===== src/rtl/alu_packet_engine.sv =====
// alu_packet_engine: device-side responder for the host packet protocol.
// Header: opcode, reserved byte, 16-bit little-endian total length.
// The payload holds big-endian 32-bit operands.
// Echo returns the payload unchanged; add and multiply return a 32-bit result, MSB first.
// Build option: define ALU_PACKET_MUL_EN to support OP_MUL (0xA1) with a 32x32 multiplier.
// Without it, 0xA1 is treated as an unsupported opcode.
module alu_packet_engine (
   input  logic       clk_i,
   input  logic       rst_ni,
   input  logic [7:0] rx_data_i,
   input  logic       rx_valid_i,
   output logic       rx_ready_o,
   output logic [7:0] tx_data_o,
   output logic       tx_valid_o,
   input  logic       tx_ready_i,
   output logic       busy_o,
   output logic       bad_op_o
);

   typedef enum logic [2:0] {
      ST_OPCODE, ST_RSVD, ST_LEN_LO, ST_LEN_HI, ST_PAYLOAD, ST_RESP
   } state_t;

   typedef enum logic [1:0] {K_ADD, K_MUL, K_ECHO, K_DROP} kind_t;

   // Map a received opcode onto the operation the payload stage performs.
   function automatic kind_t decode_op(input logic [7:0] op);
      kind_t k;
      case (op)
         8'hEC:   k = K_ECHO;
         8'hA0:   k = K_ADD;
`ifdef ALU_PACKET_MUL_EN
         8'hA1:   k = K_MUL;
`else
         8'hA1:   k = K_DROP;
`endif
         default: k = K_DROP;
      endcase
      return k;
   endfunction

   // Select the response byte for index idx, MSB first.
   function automatic logic [7:0] resp_byte(input logic [31:0] acc, input logic [1:0] idx);
      logic [7:0] b;
      case (idx)
         2'd0:    b = acc[31:24];
         2'd1:    b = acc[23:16];
         2'd2:    b = acc[15:8];
         default: b = acc[7:0];
      endcase
      return b;
   endfunction

   state_t      state_r, state_nxt_s;
   kind_t       kind_r, kind_nxt_s;
   logic [7:0]  len_lo_r, len_lo_nxt_s;
   logic [15:0] cnt_r, cnt_nxt_s;
   logic [23:0] word_r, word_nxt_s;
   logic [1:0]  byte_idx_r, byte_idx_nxt_s;
   logic [31:0] acc_r, acc_nxt_s;
   logic [2:0]  resp_idx_r, resp_idx_nxt_s;
   logic [7:0]  tx_data_r, tx_data_nxt_s;
   logic        tx_valid_r, tx_valid_nxt_s;
   logic        rx_ready_r, rx_ready_nxt_s;
   logic        busy_r, bad_op_r, bad_op_nxt_s;

   logic        rx_hs_s, tx_hs_s;
   logic [15:0] len_s, pay_s;
   logic [31:0] word_s;

   assign rx_hs_s = rx_valid_i && rx_ready_r;
   assign tx_hs_s = tx_valid_r && tx_ready_i;
   assign len_s   = {rx_data_i, len_lo_r};
   assign pay_s   = (len_s > 16'd4) ? (len_s - 16'd4) : 16'd0;
   assign word_s  = {word_r, rx_data_i};

   // Next-state, datapath and output decisions; every next value defaults to hold.
   always_comb begin
      state_nxt_s    = state_r;
      kind_nxt_s     = kind_r;
      len_lo_nxt_s   = len_lo_r;
      cnt_nxt_s      = cnt_r;
      word_nxt_s     = word_r;
      byte_idx_nxt_s = byte_idx_r;
      acc_nxt_s      = acc_r;
      resp_idx_nxt_s = resp_idx_r;
      tx_data_nxt_s  = tx_data_r;
      bad_op_nxt_s   = 1'b0;
      rx_ready_nxt_s = 1'b1;
      // A completed tx handshake frees the output slot.
      if (tx_hs_s) begin
         tx_valid_nxt_s = 1'b0;
      end else begin
         tx_valid_nxt_s = tx_valid_r;
      end

      case (state_r)
         ST_OPCODE: begin
            if (rx_hs_s) begin
               kind_nxt_s   = decode_op(rx_data_i);
               bad_op_nxt_s = (decode_op(rx_data_i) == K_DROP);
               state_nxt_s  = ST_RSVD;
            end else begin
               state_nxt_s  = ST_OPCODE;
            end
         end
         ST_RSVD: begin
            if (rx_hs_s) begin
               state_nxt_s = ST_LEN_LO;
            end else begin
               state_nxt_s = ST_RSVD;
            end
         end
         ST_LEN_LO: begin
            if (rx_hs_s) begin
               len_lo_nxt_s = rx_data_i;
               state_nxt_s  = ST_LEN_HI;
            end else begin
               state_nxt_s  = ST_LEN_LO;
            end
         end
         ST_LEN_HI: begin
            if (rx_hs_s) begin
               cnt_nxt_s      = pay_s;
               acc_nxt_s      = (kind_r == K_MUL) ? 32'd1 : 32'd0;
               byte_idx_nxt_s = 2'd0;
               resp_idx_nxt_s = 3'd0;
               if (pay_s != 16'd0) begin
                  state_nxt_s = ST_PAYLOAD;
               end else if ((kind_r == K_ADD) || (kind_r == K_MUL)) begin
                  state_nxt_s = ST_RESP;
               end else begin
                  state_nxt_s = ST_OPCODE;
               end
            end else begin
               state_nxt_s = ST_LEN_HI;
            end
         end
         ST_PAYLOAD: begin
            if (rx_hs_s) begin
               cnt_nxt_s = cnt_r - 16'd1;
               case (kind_r)
                  K_ECHO: begin
                     tx_data_nxt_s  = rx_data_i;
                     tx_valid_nxt_s = 1'b1;
                  end
                  K_ADD: begin
                     word_nxt_s     = word_s[23:0];
                     byte_idx_nxt_s = byte_idx_r + 2'd1;
                     if (byte_idx_r == 2'd3) begin
                        acc_nxt_s = acc_r + word_s;
                     end else begin
                        acc_nxt_s = acc_r;
                     end
                  end
                  K_MUL: begin
                     word_nxt_s     = word_s[23:0];
                     byte_idx_nxt_s = byte_idx_r + 2'd1;
`ifdef ALU_PACKET_MUL_EN
                     if (byte_idx_r == 2'd3) begin
                        acc_nxt_s = acc_r * word_s;
                     end else begin
                        acc_nxt_s = acc_r;
                     end
`else
                     acc_nxt_s = acc_r;
`endif
                  end
                  default: begin
                     acc_nxt_s = acc_r;
                  end
               endcase
               if (cnt_r == 16'd1) begin
                  if ((kind_r == K_ADD) || (kind_r == K_MUL)) begin
                     state_nxt_s = ST_RESP;
                  end else begin
                     state_nxt_s = ST_OPCODE;
                  end
               end else begin
                  state_nxt_s = ST_PAYLOAD;
               end
            end else begin
               state_nxt_s = ST_PAYLOAD;
            end
         end
         ST_RESP: begin
            if ((resp_idx_r == 3'd4) && tx_hs_s) begin
               state_nxt_s = ST_OPCODE;
            end else begin
               state_nxt_s = ST_RESP;
            end
         end
         default: begin
            state_nxt_s = ST_OPCODE;
         end
      endcase

      // Response bytes are loaded whenever the tx slot is free, including on entry to RESP.
      if ((state_nxt_s == ST_RESP) && !tx_valid_nxt_s && (resp_idx_nxt_s != 3'd4)) begin
         tx_data_nxt_s  = resp_byte(acc_nxt_s, resp_idx_nxt_s[1:0]);
         tx_valid_nxt_s = 1'b1;
         resp_idx_nxt_s = resp_idx_nxt_s + 3'd1;
      end else begin
         resp_idx_nxt_s = resp_idx_nxt_s;
      end

      // rx_ready is registered, so it is derived from the upcoming state.
      case (state_nxt_s)
         ST_PAYLOAD: rx_ready_nxt_s = (kind_nxt_s == K_ECHO) ? !tx_valid_nxt_s : 1'b1;
         ST_RESP:    rx_ready_nxt_s = 1'b0;
         default:    rx_ready_nxt_s = 1'b1;
      endcase
   end

   // State and datapath registers with synchronous active-low reset.
   always_ff @(posedge clk_i) begin
      if (!rst_ni) begin
         state_r    <= ST_OPCODE;
         kind_r     <= K_DROP;
         len_lo_r   <= 8'd0;
         cnt_r      <= 16'd0;
         word_r     <= 24'd0;
         byte_idx_r <= 2'd0;
         acc_r      <= 32'd0;
         resp_idx_r <= 3'd0;
         tx_data_r  <= 8'd0;
         tx_valid_r <= 1'b0;
         rx_ready_r <= 1'b0;
         busy_r     <= 1'b0;
         bad_op_r   <= 1'b0;
      end else begin
         state_r    <= state_nxt_s;
         kind_r     <= kind_nxt_s;
         len_lo_r   <= len_lo_nxt_s;
         cnt_r      <= cnt_nxt_s;
         word_r     <= word_nxt_s;
         byte_idx_r <= byte_idx_nxt_s;
         acc_r      <= acc_nxt_s;
         resp_idx_r <= resp_idx_nxt_s;
         tx_data_r  <= tx_data_nxt_s;
         tx_valid_r <= tx_valid_nxt_s;
         rx_ready_r <= rx_ready_nxt_s;
         busy_r     <= (state_nxt_s != ST_OPCODE);
         bad_op_r   <= bad_op_nxt_s;
      end
   end

   assign rx_ready_o = rx_ready_r;
   assign tx_data_o  = tx_data_r;
   assign tx_valid_o = tx_valid_r;
   assign busy_o     = busy_r;
   assign bad_op_o   = bad_op_r;

endmodule

===== config.mk =====
export PLATFORM = sky130hd
export DESIGN_NAME = alu_packet_engine
export DESIGN_NICKNAME = d
export VERILOG_FILES = /design/src/rtl/alu_packet_engine.sv
export SDC_FILE = /design/constraint.sdc
export NUM_CORES = 1
export LEC_CHECK = 0
export BUFFER_PORTS_ARGS = -buffer_cell sky130_fd_sc_hd__buf_2
export CELL_PAD_IN_SITES_DETAIL_PLACEMENT = 1
export CELL_PAD_IN_SITES_GLOBAL_PLACEMENT = 1
export CORE_ASPECT_RATIO = 2
export CORE_UTILIZATION = 51
export DETAILED_ROUTE_END_ITERATION = 16
export PLACE_DENSITY_LB_ADDON = 0.05
export SLEW_MARGIN = 20
export SYNTH_ARGS = -nofsm -noshare
export SYNTH_HDL_FRONTEND = slang
export SYNTH_SLANG_ARGS = --single-unit

===== constraint.sdc =====
create_clock -name clk_i -period 6.2 [get_ports clk_i]
set_input_delay 0.62 -clock clk_i [delete_from_list [all_inputs] [get_ports clk_i]]
set_output_delay 0.62 -clock clk_i [all_outputs]
set_load 0.03 [all_outputs]

## Word-level counts from Yosys, hierarchy flattened

Index checks and enable logic that the tools add are counted.

- Bits in registers: 102
- Input bits: 12
- Output and inout port bits: 12
- Logic and storage cells: 109

- Add/subtract/negate cells: 5
- $lt $le $gt $ge: 1
- Equality and inequality tests: 22
- Multiplexer cells: 44
- Reduce and logical (&&, ||, !) cells: 24

Operators with widths:

| cell | count |
|---|---|
| 32-bit 2-to-1 mux | 4 |
| 32-bit one-hot mux with 2 select lines | 1 |
| 16-bit 2-to-1 mux | 3 |
| 32-bit adder | 1 |
| 8-bit 2-to-1 mux | 4 |
| 16-bit one-hot mux with 2 select lines | 1 |
| 3-bit 2-to-1 mux | 9 |
| 8-bit one-hot mux with 3 select lines | 1 |
| 3-bit one-hot mux with 6 select lines | 1 |
| 16-bit by 1-bit equality test with 1-bit output (second input constant) | 1 |
| 8-bit equality test (second input constant) | 2 |
| 16-bit by 3-bit greater-than comparator with 1-bit output (second input constant) | 1 |
| 2-bit 2-to-1 mux | 8 |
| 16-bit nonzero test | 1 |
| 16-bit by 1-bit subtractor with 16-bit output (second input constant) | 1 |
| 16-bit by 3-bit subtractor with 16-bit output (second input constant) | 1 |
| 3-bit equality test (second input constant) | 5 |
| 3-bit AND reduction | 4 |
| 2-bit equality test (second input constant) | 5 |
| 1-bit 2-to-1 mux | 9 |
| 2-bit one-hot mux with 2 select lines | 2 |
| 2-bit nonzero test | 4 |
| 3-bit by 2-bit equality test with 1-bit output (second input constant) | 2 |
| 2-bit inequality test (second input constant) | 3 |
| 15 further kinds | 22 |

## Depth between registers and ports, before layout

- Depth after elaboration: 13
- Depth in mapped cells: 15
- Depth with buffers taken out: 12

## Worst setup path after synthesis

OpenSTA, ideal clock, no wires.

- Path kind: input to register
- Start: input rx_data_i[1]
- End: register tx_data_r[7], in the netlist tx_data_o[7]
- Setup time: 0.121 ns
- Data arrival time: 3.110 ns
- Slack: 2.968 ns
- Stages on the path: 11
- Path buffers: 1
- Cells stage by stage: buf_2 nor4_4 nand2b_1 or4_1 and3_1 a2111o_1 o211ai_2 nand3b_4 or3_1 a31oi_1 a21boi_1

- Longest elaborated chain between the ends: 11

RTL lines:

| item | line | source |
|---|---|---|
| start, declared | 10 | `input logic [7:0] rx_data_i,` |
| 16-bit by 3-bit subtractor with 16-bit output or 16-bit by 3-bit greater-than comparator with 1-bit output (tied branches) | 74 | `assign pay_s = (len_s > 16'd4) ? (len_s - 16'd4) : 16'd0;` |
| 16-bit 2-to-1 mux | 74 |  |
| 16-bit nonzero test | 128 | `if (pay_s != 16'd0) begin` |
| 3-bit 2-to-1 mux | 128 |  |
| 3-bit 2-to-1 mux | 123 | `if (rx_hs_s) begin` |
| 3-bit one-hot mux with 6 select lines | 97 | `case (state_r)` |
| 3-bit equality test | 199 | `if ((state_nxt_s == ST_RESP) && !tx_valid_nxt_s && (resp_idx_nxt_s != 3'd4)) begin` |
| 1-bit logical AND (2 in a row) | 199 |  |
| 2-bit nonzero test (no line) | n/a |  |
| 3-bit AND reduction (no line) | n/a |  |
| end signal, assigned | 240 | `tx_data_r <= tx_data_nxt_s;` |
| end, declared | 62 | `logic [7:0] tx_data_r, tx_data_nxt_s;` |

Parallel ways exist; a longest one is shown, timed or not.
A chain may end at the register's enable or synchronous reset.

## Final worst setup path

- Start: input rx_data_i[2]
- End: register tx_data_r[3], in the netlist tx_data_o[3]

Same word-level chain as after synthesis.

==> flow_summary_export.csv <==
group,metric,value,unit
sta,rsz0062_at_grt,"false",
synthesis,yosysMostFrequentCell,"nand2_1",
grt,grt_max_degree,76,
routing,avgRoutedWirePerCell,25.8,um
synthesis,synthDistinctLibCells,68,
routing,wirelength,27400,um
synthesis,yosysTopAreaCell,"dfxtp_1",
synthesis,ys.flop_type,"dfxtp_1",
run_status,status,"finished, violations left",
setup_path,reg2reg_slack,2.51,ns
worst_hold_path,holdPathEnd,"word_r[23]$_SDFFE_PN0P_",
cts,cts_resized,0,
routing,drt_iter0_drc,419,
sta,hold_viol,0,
synthesis,ys_ff_latch,102,
grt,grt_overflow_total,0,
cts,worstSkewPairLatency,0.36,ns
setup_path,critical-path-slowest-cell,"a2111oi_0",
floorplan,die_height,168,um
cells_and_area,final_area,7420,sq um
cts,htree_num_levels,3,
synthesis,synth.area.top_cells,"dfxtp_1, ha_1, nand2_1",
placed_design,pre_cts_ws,2.17,ns
synthesis,syn_area_per_cell,7.61,sq um
sta,clock_skew,0.0106,ns
cts,tritoncts,"yes",
power_and_ir_drop,ir_drop,0.128,mV
synthesis,syn_nets,972,
setup_path,worstPathArrival,4.00,ns
synthesis,synth_top_family_by_area,"compound AO/OA/AOI/OAI gates",
sta,setup_viol,0,
power_and_ir_drop,power_density,178,nW/um^2
cells_and_area,fin_nets,955,
synthesis,synth_compound_area_frac,0.257,
power_and_ir_drop,clock_power_share,0.436,
routing,drt_pre_antenna_iters,11,
sta,min_period_over_period,0.605,
setup_path,reg2regPathDepth,10,
routing,num_vias,7214,
cts,cts_buffers,9,
job,cap_violations,0,
synthesis,async_reset_ff_frac,0,
setup_path,r2r-end,"tx_data_o[3]$_SDFFE_PN0P_",
power_and_ir_drop,power,1.32,mW
synthesis,synthMuxAreaShare,0.0326,
synthesis,synthAdderAreaFrac,0.0744,
synthesis,yosys_warnings,0,
setup_path,crit_path_end_kind,"register",
power_and_ir_drop,p_leak,2.86,nW
setup_path,cp_top_family,"compound AO/OA/AOI/OAI gates",
setup_path,critPathKind,"input port to register",
cells_and_area,final_util,0.552,
setup_path,crit_chain,"buf_2 > ha_1 > o21a_1 > a211oi_1 > nor4_1 > o21ai_0 > a2111oi_0 > nor2_1 > mux2_2 > o21ai_0 > a221oi_1 > o21a_1",
setup_path,required,6.45,ns
routing,drc,4,
sta,setup_slack,2.45,ns
cts,cts_buffer_depth,2,
synthesis,synth_edf_count,0,
cells_and_area,area_growth,6.10,%
grt,grt_pass1_vias,7725,
setup_path,crit_fanout,12,
worst_hold_path,min-delay-start,"word_r[23]$_SDFFE_PN0P_",
cts,clock-root-buffer,"clkbuf_16",
placed_design,place.gp.congestion,0.959,
sta,worstMarginPinSlew,1.13,ns
sta,relSlewSlack,0.246,
setup_path,reg2reg_from,"word_r[1]$_SDFFE_PN0P_",
sta,max_freq,266,MHz
sta,slew_viol_final,0,
worst_hold_path,min_path_type,"register to register",
placed_design,placed_cell_area,7120,sq um
floorplan,rows,60,
synthesis,synth_xor_area_frac,0.0463,
cells_and_area,nFillCells,1709,
power_and_ir_drop,switchingPower,0.343,mW
setup_path,cpPeakStageDelay,0.76,ns
synthesis,synth.yosys.seq_area_share,0.292,
worst_hold_path,hold_depth,2,
floorplan,fp.coreArea,13400,sq um
synthesis,syn-cell-area,6990,sq um
power_and_ir_drop,switching_share,0.260,
grt,met2_usage,0.733,
sta,min_period,3.75,ns
setup_path,critPathLaunchType,"input port",
floorplan,start_util,0.520,
cts,clkSlewWorstSetupHoldPaths,0.08,ns
synthesis,synth-simple-area-share,0.251,
grt,track_usage,0.394,
cells_and_area,drive_gt1_frac,0.0772,
floorplan,pin_count,24,
power_and_ir_drop,combPwrFrac,0.062,
cts,hold_buffers,0,
placed_design,hpwl,20800,um
floorplan,die_area,14200,sq um
grt,use_met3,0.0458,
placed_design,port_buffers,23,
power_and_ir_drop,seqPwrFrac,0.502,
run_status,violations,"design-rule violations",
synthesis,synth_top_area_share,0.292,
synthesis,synth_common_cells,"nand2_1, dfxtp_1, nor2_1",
cells_and_area,num_antenna_cells,0,
grt,grt_first_pass_wirelength,42000,um
routing,via_per_inst,6.79,
routing,drtAntennaViolNets,0,
grt,use_met1,0.363,
floorplan,die_x,84.8,um
synthesis,syn-instance-count,919,
power_and_ir_drop,p_int,0.975,mW
grt,antenna_found_initial,0,
setup_path,crit_buf_inv,1,
sta,finalSetupTns,0,ns
cts,cts_sinks,102,
grt,busiest_layer,"met2",
cts,post_cts_buffers,0,
[per-layer routing]
metal,part of all wire,wire [um],up-vias
li1,-,-,3281
met2,0.53,14400,257
met1,0.33,9110,3527
met3,0.035,952,149
met4,0.11,2880,0
met5,0,0,-
[how the worst max path moves through the flow]
stage / from / to / slack, ns / cells after the start
after floorplan: rx_data_i[1] / tx_data_o[7]$_SDFFE_PN0P_ / 2.97 / 11
after global placement: rx_data_i[2] / tx_data_o[3]$_SDFFE_PN0P_ / 2.28 / 12
after detailed placement: rx_data_i[2] / tx_data_o[3]$_SDFFE_PN0P_ / 2.17 / 12
after CTS: rx_data_i[2] / tx_data_o[3]$_SDFFE_PN0P_ / 2.49 / 12
after global routing: rx_data_i[3] / tx_data_o[3]$_SDFFE_PN0P_ / 2.21 / 12
final: rx_data_i[2] / tx_data_o[3]$_SDFFE_PN0P_ / 2.45 / 12
[flip-flops by register name, indices dropped and copies added (netlist names), 2 cells and up]
| signal | flops |
|---|---|
| resp_idx_r | 3 |
| acc_r | 32 |
| kind_r | 2 |
| byte_idx_r | 2 |
| tx_data_o | 8 |
| len_lo_r | 8 |
| cnt_r | 16 |
| word_r | 24 |
| state_r | 3 |
[power groups by stage]
| stage | combinational (mW) | clock [mW] | sequential (mW) |
|---|---|---|---|
| 4_1_cts | 0.0806 | 0.582 | 0.662 |
| 2_1_floorplan | 0.0518 | 0 | 0.678 |
| 6_report | 0.0820 | 0.574 | 0.662 |
| 5_1_grt | 0.0865 | 0.614 | 0.663 |
| 3_5_place_dp | 0.0797 | 0 | 0.677 |
| 3_3_place_gp | 0.0778 | 0 | 0.677 |
[through the flow]
stage / cells / hold slack, ns
3_5_place_dp: 1046 / 0.470
5_1_grt: 1062 / 0.511
3_3_place_gp: 1046 / 0.458
2_1_floorplan: 919 / 0.445
6_report: 1062 / 0.481
4_1_cts: 1062 / 0.483
[area by class of cell]
cell class | instances | area, sq um | area share
clock inverter | 6 | 51.3 | 0.00692
multi-input combinational | 736 | 4640 | 0.625
sequential | 102 | 2040 | 0.275
timing repair buffer | 30 | 168 | 0.0226
clock buffer | 10 | 239 | 0.0322
inverter | 23 | 86.3 | 0.0116
tap | 155 | 194 | 0.0261
[worst min-delay path, stage by stage, from the launching register on]
cell	delay, ns
dfxtp_1	0.33
nand2_1	0.06
a21oi_1	0.05
[cells in the final DEF, fill, tap and decap left out, types with 4 or more instances in the layout]
master       n
mux2_2       6
nor2_1      84
a21boi_0    34
nor3b_1      5
clkbuf_16    9
nor3_1      20
buf_2       23
xor2_1      14
inv_1       23
a211oi_1     4
nand2b_1     6
buf_4        7
nor4_1       8
or4_1        6
xnor2_1     23
nand2_1    131
o32ai_1      4
o31ai_1      6
a21oi_1     57
o221ai_1     8
o21ai_0     46
a31oi_1     24
dfxtp_1    102
o22ai_1     12
mux2i_1     16
ha_1        40
a21o_1      16
o21bai_1     8
a22oi_1     10
or3_1        7
o21a_1       7
a221oi_1     4
and2_1      14
nor2b_1     18
nand3_1     28
or2_2        5
and3_1       9
nand4_1     10
[kinds of logic (layout without fill, tap and decap cells)]
kind of cell / count (synthesis) / after routing
buffers and inverters: 81 / 69
AND/OR/NAND/NOR: 366 / 366
multiplexers: 22 / 22
flip-flops: 102 / 102
XOR/XNOR: 37 / 37
AO/OA/AOI/OAI: 270 / 270
adder cells (fa/ha/maj): 41 / 41
No activity file was read; power rests on OpenSTA's default activity.
